[config.mk]
export PLATFORM = sky130hd
export DESIGN_NAME = ones_iter
export DESIGN_NICKNAME = d
export VERILOG_FILES = /design/src/rtl/ones_iter.sv
export SDC_FILE = /design/constraint.sdc
export NUM_CORES = 1
export LEC_CHECK = 0
export CORE_AREA = 2 2 67 69
export CTS_BUF_LIST = sky130_fd_sc_hd__clkbuf_4 sky130_fd_sc_hd__clkbuf_8
export CTS_CLUSTER_SIZE = 10
export DETAILED_ROUTE_END_ITERATION = 12
export DIE_AREA = 0 0 69 71
export SLEW_MARGIN = 20
export SYNTH_ARGS = -nofsm -noshare
export SYNTH_HDL_FRONTEND = slang
export SYNTH_SLANG_ARGS = --single-unit
export TNS_END_PERCENT = 20
[constraint.sdc]
create_clock -name clk -period 3.3 [get_ports clk]
set_clock_uncertainty 0.1 [all_clocks]
set_input_delay 0.33 -clock clk [delete_from_list [all_inputs] [get_ports clk]]
set_output_delay 0.33 -clock clk [all_outputs]
set_load 0.005 [all_outputs]
[src/rtl/ones_iter.sv]
// ones_iter: emits the index of every set bit of a loaded vector, lowest index first, one per handshake.
// Optional feature: define ONES_ITER_ABORT_EN to add an abort input that drops a vector mid-emission.
module ones_iter #(
    parameter  int LOG_VEC_SIZE = 3,
    localparam int VEC_SIZE     = 1 << LOG_VEC_SIZE
) (
    input  logic                    clk,
    input  logic                    resetN,
    input  logic                    load_valid,
    output logic                    load_ready,
    input  logic [0:VEC_SIZE-1]     vec,
    output logic                    idx_valid,
    input  logic                    idx_ready,
    output logic [LOG_VEC_SIZE-1:0] idx,
    output logic                    idx_last,
    output logic [LOG_VEC_SIZE:0]   remaining,
    output logic                    busy,
`ifdef ONES_ITER_ABORT_EN
    input  logic                    abort,
`endif
    output logic                    done
);
    typedef enum logic {IDLE, EMIT} state_t;

    state_t                  r_state, w_state_next;
    logic [0:VEC_SIZE-1]     r_vec, w_vec_clr, w_vec_next;
    logic [LOG_VEC_SIZE-1:0] r_idx, w_idx_next;
    logic [LOG_VEC_SIZE:0]   r_remaining, w_rem_next;
    logic                    r_idx_valid, r_idx_last, r_done, w_done_next;
    logic                    w_load, w_xfer, w_abort;

    function automatic logic [LOG_VEC_SIZE:0] f_popcount(input logic [0:VEC_SIZE-1] v);
        logic [LOG_VEC_SIZE:0] c;
        c = '0;
        for (int i = 0; i < VEC_SIZE; i++) c = c + (LOG_VEC_SIZE+1)'(v[i]);
        return c;
    endfunction

    function automatic logic [LOG_VEC_SIZE-1:0] f_lowest(input logic [0:VEC_SIZE-1] v);
        logic [LOG_VEC_SIZE-1:0] l;
        l = '0;
        for (int i = VEC_SIZE - 1; i >= 0; i--) if (v[i]) l = LOG_VEC_SIZE'(i);
        return l;
    endfunction

    assign w_load = (r_state == IDLE) && load_valid;
    assign w_xfer = r_idx_valid && idx_ready;
`ifdef ONES_ITER_ABORT_EN
    assign w_abort = (r_state == EMIT) && abort;
`else
    assign w_abort = 1'b0;
`endif

    // Next state and next values of the registered outputs; abort beats transfer, load only from IDLE.
    always_comb begin
        w_vec_clr         = r_vec;
        w_vec_clr[r_idx]  = 1'b0;
        w_vec_next   = w_abort ? '0 : w_load ? vec : w_xfer ? w_vec_clr : r_vec;
        w_rem_next   = w_abort ? '0 : w_load ? f_popcount(vec) : w_xfer ? r_remaining - 1'b1 : r_remaining;
        w_idx_next   = (w_rem_next != '0) ? f_lowest(w_vec_next) : '0;
        w_done_next  = !w_abort && ((w_load && vec == '0) || (w_xfer && r_idx_last));
        w_state_next = r_state;
        if (r_state == IDLE)
            w_state_next = (w_load && vec != '0) ? EMIT : IDLE;
        else if (w_abort || (w_xfer && r_idx_last))
            w_state_next = IDLE;
    end

    // State register.
    always_ff @(posedge clk) begin
        if (!resetN) r_state <= IDLE;
        else         r_state <= w_state_next;
    end

    // Datapath registers: latched vector, current index, count and status flags.
    always_ff @(posedge clk) begin
        if (!resetN) begin
            r_vec       <= '0;
            r_idx       <= '0;
            r_remaining <= '0;
            r_idx_valid <= 1'b0;
            r_idx_last  <= 1'b0;
            r_done      <= 1'b0;
        end else begin
            r_vec       <= w_vec_next;
            r_idx       <= w_idx_next;
            r_remaining <= w_rem_next;
            r_idx_valid <= w_rem_next != '0;
            r_idx_last  <= w_rem_next == (LOG_VEC_SIZE+1)'(1);
            r_done      <= w_done_next;
        end
    end

    assign load_ready = r_state == IDLE;
    assign busy       = r_state == EMIT;
    assign idx_valid  = r_idx_valid;
    assign idx        = r_idx;
    assign idx_last   = r_idx_last;
    assign remaining  = r_remaining;
    assign done       = r_done;
endmodule

==> reports/summary.txt <==
Final hold violation count: 0
DR DRC count: 0
Worst path max stage delay: 0.53 ns
Nets: 193
DR iter-0 viols: 54
MaxCap Viol Count: 0
Commonest non-fill, non-tap cells in the layout: 20 x clkdlybuf4s50_1, 19 x dfxtp_1, 18 x inv_1, 13 x buf_4, 12 x nor2_1
Rel. slew slack: 0.567
Count of pins over their slew limit: 0
Delay-heaviest family, CP: adder cells
Worst path slowest cell: fa_1
Hold depth: 2
Hold_sp: idx_last$_SDFF_PN0_
Finished Layout Cells: 223
Antenna cell count: 0
Worst min-delay path class: reg -> reg
Least-Margin Pin Slew: 0.649 ns
Wire length per cell: 12.9 µm
Post-DP HPWL: 2280 µm
Critical Path Fanout Max: 2
Worst R2R Start: busy$_SDFF_PN0_
Syn Nets: 155
Fill count: 441
Worst path required time: 3.36 ns
Multi-input gate area: 738 µm²
P&R area growth vs syn: 37.2%
Failing checks: negative setup slack
CP most frequent cell: fa_1
Leakage: 0.000714 µW
Placed Cells: 214
CTS sink cnt: 19
Die ar.: 0.00490 mm²
GRT Total Usage: 0.125
Worst setup path startpoint: vec[4]
Buf/Inv on CP: 4
Row Count: 24
Worst Slack Setup Final: -0.132 ns
Post-synth top area cell: dfxtp_1
Core outline area: 0.00420 mm²
Pwr dens: 473 mW/mm²
GRT overflow: 0
Share of the synthesized area in the top cell type: 0.319
Final Cell Area: 0.00163 mm²
Synth warnings: 0
Root buffer cell: clkbuf_8
First-pass GRT wire length: 5020 µm
Final setup violation count: 3
Via density: 4.91
Initial antenna violation count: 0
CP endpoint kind: flop
Worst path depth: 14
Largest net degree at the start of global routing: 14
Worst skew pair latency: 0.26 ns
CTS tree: done
Crit-path cells: buf_6, fa_1, inv_1, fa_1, fa_1, inv_1, ha_2, inv_2, fa_2, xor2_2, o211a_1, a221oi_4, nand3_2, nor4bb_1
Routability cong.: 0.853
Routed via count: 1,094
Crit Path Category: in -> reg
H-tree depth: 1
Routed Antenna Nets: 0
Vias in the first global route: 1,083
FF+latch area: 380 µm²
Fmax: 291 MHz
Synth top area cells: dfxtp_1 32%, fa_1 6.7%, inv_1 6.0%, ha_1 5.3%, mux2i_1 4.2%
Library cells used by synthesis: 41
Routed Wire Length: 2870 µm
Post-Syn Area per Cell: 8.89 µm²
Initial core utilization: 0.283
RSZ-0062 raised after global routing: yes
Buffers added on ports: 23
Chip height: 71 µm
Status: finished, violations left
CP Launch Type: input pin
Cells after synthesis: 134
First-pass iteration count of the detailed router: 4
Area after DPL: 0.00154 mm²
I/O pin count: 24
Final worst path period share: 1.04
Layout cell share with drive strength beyond 1: 0.205
Chip Width: 69 µm
Number of synthesized register bits: 19
Worst VDD drop: 179 µV
Sequential area share after synthesis: 0.319
Hold-fix buffers, CTS: 0
Mapped Area: 0.00119 mm²
CTS Buf Count: 3
Final worst path period need: 3.43 ns
Most common cell after layout, fill and taps aside: clkdlybuf4s50_1
R2r worst-path depth: 6
Reg clk slew, reported paths: 0.07 ns
Final design utilization: 0.389
Critical path arrival: 3.50 ns
Max clock buf depth: 2
-- synth_stat cells (all sizes together) --
cell type / n
a221oi: 1
and3: 2
fa: 4
buf: 3
mux2i: 5
ha: 5
a21oi: 8
nand2: 5
nor4bb: 1
nand3: 5
a31oi: 3
and2: 4
a31o: 1
xor2: 3
nor4b: 3
nand2b: 1
a21o: 3
o211ai: 1
nor2: 12
nor3: 5
o32ai: 1
o221ai: 1
nor3b: 1
dfxtp: 19
clkbuf: 1
inv: 19
a2bb2oi: 1
nor4: 3
mux2: 1
or4: 1
o211a: 2
xnor2: 1
or3: 1
nor2b: 1
o21ai: 1
a211oi: 5
-- metal layers --
metal | global-route usage | share of wire | vias up
met3 | 0.0299 | 0.036 | 4
met5 | 0 | 0 | -
met2 | 0.231 | 0.53 | 29
met1 | 0.147 | 0.43 | 515
met4 | 0.0261 | 0.0077 | 0
li1 | - | - | 546
-- metrics by stage --
stage          TNS (ns)  hold WS [ns]  power (µW)  worst slack, ns
2_1_floorplan    -0.248         0.352         462           -0.181
3_3_place_gp      -3.25         0.385         577           -0.706
3_5_place_dp      -3.99         0.385         583           -0.829
4_1_cts          -0.609         0.396         768           -0.279
5_1_grt          -0.686         0.416         827           -0.279
6_report         -0.276         0.388         774           -0.132
-- report_power, final --
part	switching, µW	leakage (µW)	internal (µW)
clock network	75.7	0.0000262	94.1
registers	29.3	0.000156	256
logic	144	0.000532	175
total	249	0.000714	525
-- state kept, by name, summed over array words and instances (netlist names) --
| register | count |
|---|---|
| idx_last | 1 |
| done | 1 |
| busy | 1 |
| idx | 3 |
| r_vec | 8 |
| remaining | 4 |
| idx_valid | 1 |
-- cells by family after synthesis --
logic type,after synthesis,synth area share
buf+inv,23,0.0756
flops,19,0.319
mux,6,0.0515
compound gates,28,0.192
xor+xnor,4,0.0294
fa+ha+maj,9,0.120
simple gates,45,0.212
-- worst reg2reg max path: cells and delay by family, from the launching register on --
kind	cells	cell delay [ns]
compound gates	2	0.40
flops	1	0.35
simple gates	3	0.85
buf+inv	1	0.28
-- worst paths after layout --
check                       to  slack, ns
min            done$_SDFF_PN0_       0.39
min reg2reg    done$_SDFF_PN0_       0.39
max reg2reg  idx[2]$_SDFF_PP0_       1.24
max          idx[2]$_SDFF_PP0_      -0.13
-- what timing repair did --
| item | CTS | global route |
|---|---|---|
| buffers inserted | 3 | 2 |
| resized for setup | 17 | 2 |
| setup endpoints to repair | 7 | 5 |
| pin swaps | 8 | 7 |
-- area by class of cell --
| class | count | share of cell area |
|---|---|---|
| clock buffer | 4 | 0.0299 |
| inverter | 19 | 0.0436 |
| multi-input combinational | 92 | 0.452 |
| sequential | 19 | 0.233 |
| tap | 52 | 0.0398 |
| timing repair buffer | 37 | 0.202 |
(Power assumes the default switching activity.)
